File: src/rtl/mem_access_ctrl.sv
// MEM-stage data-memory access controller: req/ack bus handshake, pipeline stall, load extension and watchdog.
// Optional misalignment trap enabled by defining ALIGN_CHECK_EN.
module mem_access_ctrl #(
  parameter int TIMEOUT_CYCLES = 255,
  parameter int TO_W           = 8
) (
  input  logic        clk,
  input  logic        reset,
  input  logic        exmem_mem_r,
  input  logic        exmem_mem_w,
  input  logic [31:0] exmem_alu_res,
  input  logic [31:0] exmem_rt_data,
  input  logic [3:0]  mem_byte_w_en,
  input  logic [2:0]  exmem_load_sel,
  input  logic [2:0]  exmem_store_sel,
  input  logic [31:0] dmem_rdata,
  input  logic        dmem_ack,
  output logic        dmem_req,
  output logic        dmem_we,
  output logic [31:0] dmem_addr,
  output logic [31:0] dmem_wdata,
  output logic [3:0]  dmem_be,
  output logic        mem_stall,
  output logic [31:0] load_data,
  output logic        bus_err,
  output logic        addr_err
);

  typedef enum logic [1:0] {IDLE, WAIT, DONE} state_t;

  localparam logic [TO_W-1:0] TO_LIM = TO_W'(TIMEOUT_CYCLES - 1);

  state_t          state;
  logic [TO_W-1:0] cnt;
  logic [2:0]      lsel;
  logic [1:0]      sh;
  logic            is_rd;
  logic            addr_err_q;
  logic            acc;
  logic            misalign;

  assign acc       = exmem_mem_r | exmem_mem_w;
  assign mem_stall = acc & (state != DONE);
  assign addr_err  = addr_err_q;

`ifdef ALIGN_CHECK_EN
  // Store type decides when both strobes are set, matching write-wins priority.
  always_comb begin
    misalign = 1'b0;
    if (exmem_mem_w) begin
      case (exmem_store_sel)
        3'b010:  misalign = 1'b0;
        3'b001:  misalign = exmem_alu_res[0];
        default: misalign = |exmem_alu_res[1:0];
      endcase
    end else begin
      case (exmem_load_sel)
        3'b011, 3'b100: misalign = 1'b0;
        3'b001, 3'b010: misalign = exmem_alu_res[0];
        default:        misalign = |exmem_alu_res[1:0];
      endcase
    end
  end
`else
  assign misalign = 1'b0;
  logic unused_store_sel;
  assign unused_store_sel = ^exmem_store_sel;
`endif

  function automatic logic [31:0] extend(input logic [31:0] w, input logic [2:0] sel,
                                         input logic [1:0] s);
    logic [15:0] h;
    logic [7:0]  b;
    h = s[1] ? w[31:16] : w[15:0];
    b = w[{s, 3'b000} +: 8];
    case (sel)
      3'b001:  extend = {{16{h[15]}}, h};
      3'b010:  extend = {16'h0000, h};
      3'b011:  extend = {{24{b[7]}}, b};
      3'b100:  extend = {24'h000000, b};
      default: extend = w;
    endcase
  endfunction

  always_ff @(posedge clk) begin
    if (reset) begin
      state      <= IDLE;
      dmem_req   <= 1'b0;
      dmem_we    <= 1'b0;
      dmem_addr  <= '0;
      dmem_wdata <= '0;
      dmem_be    <= '0;
      load_data  <= '0;
      bus_err    <= 1'b0;
      addr_err_q <= 1'b0;
      cnt        <= '0;
      lsel       <= '0;
      sh         <= '0;
      is_rd      <= 1'b0;
    end else begin
      case (state)
        IDLE: if (acc) begin
          dmem_addr  <= {exmem_alu_res[31:2], 2'b00};
          dmem_wdata <= exmem_rt_data;
          dmem_be    <= exmem_mem_w ? mem_byte_w_en : 4'hF;
          dmem_we    <= exmem_mem_w & ~misalign;
          lsel       <= exmem_load_sel;
          sh         <= exmem_alu_res[1:0];
          is_rd      <= ~exmem_mem_w;
          cnt        <= '0;
          bus_err    <= 1'b0;
          if (misalign) begin
            addr_err_q <= 1'b1;
            load_data  <= '0;
            state      <= DONE;
          end else begin
            addr_err_q <= 1'b0;
            dmem_req   <= 1'b1;
            state      <= WAIT;
          end
        end
        WAIT: begin
          // An ack on the limit cycle takes priority over the timeout.
          if (dmem_ack) begin
            dmem_req <= 1'b0;
            dmem_we  <= 1'b0;
            if (is_rd) load_data <= extend(dmem_rdata, lsel, sh);
            state <= DONE;
          end else if (cnt == TO_LIM) begin
            dmem_req  <= 1'b0;
            dmem_we   <= 1'b0;
            bus_err   <= 1'b1;
            load_data <= '0;
            state     <= DONE;
          end else begin
            cnt <= cnt + 1'b1;
          end
        end
        DONE: begin
          bus_err    <= 1'b0;
          addr_err_q <= 1'b0;
          state      <= IDLE;
        end
        default: state <= IDLE;
      endcase
    end
  end

endmodule

File: config.mk
export PLATFORM = sky130hd
export DESIGN_NAME = mem_access_ctrl
export DESIGN_NICKNAME = d
export VERILOG_FILES = /design/src/rtl/mem_access_ctrl.sv
export SDC_FILE = /design/constraint.sdc
export NUM_CORES = 1
export LEC_CHECK = 0
export BUFFER_PORTS_ARGS = -buffer_cell sky130_fd_sc_hd__buf_4
export CORE_UTILIZATION = 30
export CTS_CLUSTER_DIAMETER = 30
export CTS_CLUSTER_SIZE = 14
export DETAILED_ROUTE_END_ITERATION = 10
export MAX_ROUTING_LAYER = met4
export PLACE_DENSITY_LB_ADDON = 0.2
export SYNTH_ARGS = -nofsm -noshare
export SYNTH_HDL_FRONTEND = slang
export SYNTH_SLANG_ARGS = --single-unit
File: constraint.sdc
create_clock -name clk -period 1.8 [get_ports clk]
set_input_delay 0.18 -clock clk [delete_from_list [all_inputs] [get_ports clk]]
set_output_delay 0.18 -clock clk [all_outputs]
set_load 0.005 [all_outputs]
-- Yosys cells after proc, flatten, opt, wreduce, memory -nomap -nowiden
Cells that the tools add are included.
- bits in read-only memories: 0
- flip-flop bits (word level): 118
- bits in latches: 0
- memories kept: 0
- RAM bits: 0
- output and inout port bits: 105
- bitwise gates (word level): 3
- reductions and logical operators: 12
- equality and inequality tests: 14
- multipliers: 0
- add/subtract/negate cells: 1
- multiplexer cells: 25
- shift operators: 1
- div/mod/pow operators: 0
- $lt $le $gt $ge: 0
- operators with widths (operator ; number):
    32-bit case mux with 4 select lines ; 1
    32-bit 2-to-1 mux ; 3
    32-bit by 6-bit indexed part select with 8-bit output ; 1
    8-bit 2-to-1 mux ; 3
    16-bit 2-to-1 mux ; 1
    8-bit case mux with 2 select lines ; 1
    2-bit != test, second input constant ; 5
    8-bit by 1-bit adder with 8-bit output, second input constant ; 1
    8-bit equality test, second input constant ; 1
    4-bit AND reduction ; 2
    1-bit 2-to-1 mux ; 7
    3-bit by 2-bit equality test with 1-bit output, second input constant ; 2
    2-bit 2-to-1 mux ; 3
    1-bit case mux with 2 select lines ; 3
    2-bit AND reduction ; 3
    3-bit AND reduction ; 2
    2-bit nonzero test ; 3
    4-bit 2-to-1 mux ; 1
    2-bit case mux with 2 select lines ; 1
    3-bit by 1-bit equality test with 1-bit output, second input constant ; 1
    3-bit equality test, second input constant ; 1
    3-bit != test, second input constant ; 1
    1-bit case mux with 3 select lines ; 1
    3-bit nonzero test ; 1
    7 further kinds ; 7

-- Longest topological paths before layout
- depth after elaboration: 4
- mapped depth: 7

-- Least setup slack after synthesis
No wires, ideal clock.
- path kind: register to register
- from: register cnt[0]
- to: register cnt[1]
- cell stages (with the launch flop): 7
- arrival: 1.668 ns
- buffers on the path: 0
- clock period less this slack: 1.733 ns
- setup slack: 0.067 ns
- path through: dfxtp_1 -> inv_1 -> ha_1 -> and3_1 -> a211oi_4 -> mux2_2 -> nor2_1
- word-level cells in the longest chain between the ends: 4
- elaborated cells between the ends (all ways): 7
- RTL lines (what ; line ; text):
    start, declared ; 34 ; logic [TO_W-1:0] cnt;
    start signal, assigned ; 136 ; cnt <= cnt + 1'b1;
    8-bit by 1-bit adder with 8-bit output ; 136 ;
    8-bit 2-to-1 mux ; 129 ; end else if (cnt == TO_LIM) begin
    8-bit 2-to-1 mux ; 124 ; if (dmem_ack) begin
    8-bit case mux with 2 select lines ; 101 ; case (state)
Several ways; a longest one is shown, not always the timed one. The select of a mux whose other input is x is not followed.
A chain may end at the register's enable or synchronous reset.

-- Final worst setup path
- from: register lsel[0]
- to: register load_data[0]
- word-level cells in the longest chain between the ends: 4
- elaborated cells between the ends (all ways): 7
- RTL lines (what ; line ; text):
    start, declared ; 35 ; logic [2:0] lsel;
    start signal, assigned ; 107 ; lsel <= exmem_load_sel;
    3-bit equality test, or another cell as far along ; 76 ; case (sel)
    32-bit case mux with 4 select lines (*) ; 76 ;
    32-bit 2-to-1 mux (*) ; 127 ; if (is_rd) load_data <= extend(dmem_rdata, lsel, sh);
    32-bit 2-to-1 mux (*) ; 124 ;
    end signal, assigned ; 127 ;
    end, declared ; 24 ; output logic [31:0] load_data,
Mark *: on every way between the ends. The rest lies on a longest branch, timed or not. The select of a mux whose other input is x is not followed.

==> reports/metrics.yaml <==
cts:
  cts_made_buffers: 17
  htreeDepth: 4
  cts_tree: "built"
  clockBufferDepth: 2
  clk_pin_slew_ps: 60
  cts-root-buf: "clkbuf_16"
  cts.sinks: 117
  clkLatencyLatePin_ps: 410
logic_synthesis:
  synth_seq_area_share_pct: 47.7
  synth_area_leaders: "dfxtp_1, nand2_1, a21oi_1"
  yosysTopAreaCell: "dfxtp_1"
  synth_cell_types: 57
  netlist.area_leader.share_pct: 47.7
  syn_area_per_cell_um2: 8.61
  synth_cells: 570
  yosys_most_used_dff: "dfxtp_1"
  synth_area_mm2: 0.00491
  ys_warn_count: 0
  async_reset_ff_share_pct: 0
  synth_edf_count: 0
  ys_seq_elements: 117
sta:
  min_period_ps: 1680
  setup_ws_ps: 118
  tightest_slew_ps: 599
  setup_violations: 0
  max-slew-margin-rel_pct: 60.0
  fin_setup_tns_ps: 0
  hold_violations: 0
  rsz0062_at_grt: "no"
  fin_crit_sh_pct: 93.5
  skew_ps: 6.34
  maxSlewViolCount: 0
  fmax_mhz: 594
placed_design:
  routabilityCongestion: 0.810
  dp_slack_ps: 28.9
  place_area_mm2: 0.00672
  place_hpwl_mm: 11.0
  port_buffers: 209
die:
  rows: 46
  die_x_um: 130
  ios: 216
  core_mm2: 0.0159
  dieArea_mm2: 0.0169
  floorplan.initialDensity_pct: 30.8
  die_h_um: 130
critical_path:
  r2r_end: "load_data[0]"
  rrSetupSlack_ps: 120
  path_class: "reg2reg"
  worstRegToRegCells: 5
  crit_arrival_ps: 2030
  worst_setup_path_end_kind: "register"
  startpoint: "lsel[0]"
  start_kind: "register"
  r2r-start: "lsel[0]"
  critPathRequiredTime_ps: 2150
  worstSetupEndpoint: "load_data[0]"
  critPathMaxFanout: 15
detailed_routing:
  drtIter0Drc: 260
  ant_nets: 0
  drcViolationCount: 0
  num_vias: 4999
  viasPerCell: 4.82
  detail_route.wl_per_cell_um: 14.7
  routed_wl_mm: 15.2
  drt-pass1-iter-count: 4
cells_and_area:
  layout_common_cells: "buf_4, nand2_1, dfxtp_1"
  layout-drive-gt1-share_pct: 34.8
  final_common_cell: "buf_4"
  area_growth_pct: 55.6
  antennaDiodeCount: 0
  nets: 922
  final_area_mm2: 0.00764
power_and_ir_drop:
  power_density_mw_per_mm2: 986
  irDropWorstVdd_v: 0.000637
  leakage_nw: 3.32
hold_path:
  hp-class: "in2reg"
  holdPathStages: 3
grt:
  overflow: 0
  grtUsageTotal_pct: 18.8
  grt_start_max_net_pins: 66
  grt_pass1_vias: 4811
  antenna_found_initial: 0
  grt_pass1_wl_mm: 23.5
run_status:
  status: "finished, final reports clean"
flow_run:
  cap_violations: 0
==> critical path, stage by stage, from the launching register on <==
cell and delay (ps):
dfxtp_1 370, or2_4 340, o22ai_4 420, a21oi_4 120, o21bai_1 180, a32o_1 180
==> per-stage QoR <==
step	cells	total power (W)	hold slack (ps)	utilization, %
3_3_place_gp	975	0.00403	427	42.2
5_1_grt	1038	0.00790	0.353	47.9
3_5_place_dp	975	0.00407	435	42.2
4_1_cts	1035	0.00762	0.218	47.7
2_1_floorplan	572	0.00348	316	-
6_report	1038	0.00754	21.3	47.9
==> Yosys cell counts, types with 7 or more instances <==
library cell / count
o2bb2ai_1: 16
dfxtp_1: 117
maj3_1: 7
clkbuf_1: 20
o21bai_1: 7
xor2_1: 7
buf_2: 11
nand3_1: 9
buf_6: 7
a32o_1: 15
nor2_1: 42
mux2i_1: 11
nand2_1: 142
a211o_1: 7
a21oi_1: 82
==> routing by layer <==
layer	track usage [%]	wire length, um
met4	8.28	300
met2	30.2	7180
met3	5.49	1230
met5	-	0
met1	21.7	6530
==> power by group <==
group | internal [W] | total [W] | switching, W
Clock | 0.00219 | 0.00346 | 0.00127
Combinational | 0.000626 | 0.00123 | 0.000601
Sequential | 0.00274 | 0.00285 | 0.000104
Total | 0.00556 | 0.00754 | 0.00198
==> logic make-up after synthesis <==
| family | after synthesis | share of synthesized area [%] |
|---|---|---|
| AO/OA/AOI/OAI | 148 | 20.4 |
| XOR/XNOR | 8 | 1.81 |
| adder cells (fa/ha/maj) | 9 | 1.94 |
| buffers and inverters | 47 | 5.40 |
| flip-flops | 117 | 47.7 |
| multiplexers | 12 | 2.47 |
| other | 1 | 0.0764 |
| AND/OR/NAND/NOR | 228 | 20.2 |
==> worst min-delay path by stage <==
stage / end / from
final: dmem_addr[31] / exmem_alu_res[31]
after floorplan: lsel[2] / exmem_load_sel[2]
after CTS: dmem_wdata[9] / exmem_rt_data[9]
after global placement: dmem_addr[5] / exmem_alu_res[5]
after global routing: dmem_wdata[9] / exmem_rt_data[9]
after detailed placement: dmem_addr[22] / exmem_alu_res[22]
==> final cells by class <==
| class | instances | area [um^2] |
|---|---|---|
| Fill cell | 1541 | 8300 |
| Sequential cell | 117 | 2340 |
| Multi-Input combinational cell | 408 | 2330 |
| Timing Repair Buffer | 262 | 2070 |
| Clock buffer | 18 | 429 |
| Tap cell | 216 | 270 |
| Clock inverter | 14 | 176 |
| Inverter | 3 | 11.3 |
==> flip-flops by register name, indices dropped and copies added (netlist names) <==
| name | cells |
|---|---|
| bus_err | 1 |
| cnt | 8 |
| dmem_addr | 30 |
| dmem_be | 4 |
| dmem_req | 1 |
| dmem_wdata | 32 |
| dmem_we | 1 |
| is_rd | 1 |
| load_data | 32 |
| lsel | 3 |
| sh | 2 |
| state | 2 |
==> what timing repair did <==
item	4_1_cts	5_1_grt
endpoints found under the setup margin	0	35
hold buffers	28	0
resized for setup	0	4
setup buffers	0	3
hold endpoints to repair	28	0
No activity file was read; power rests on OpenSTA's default activity.
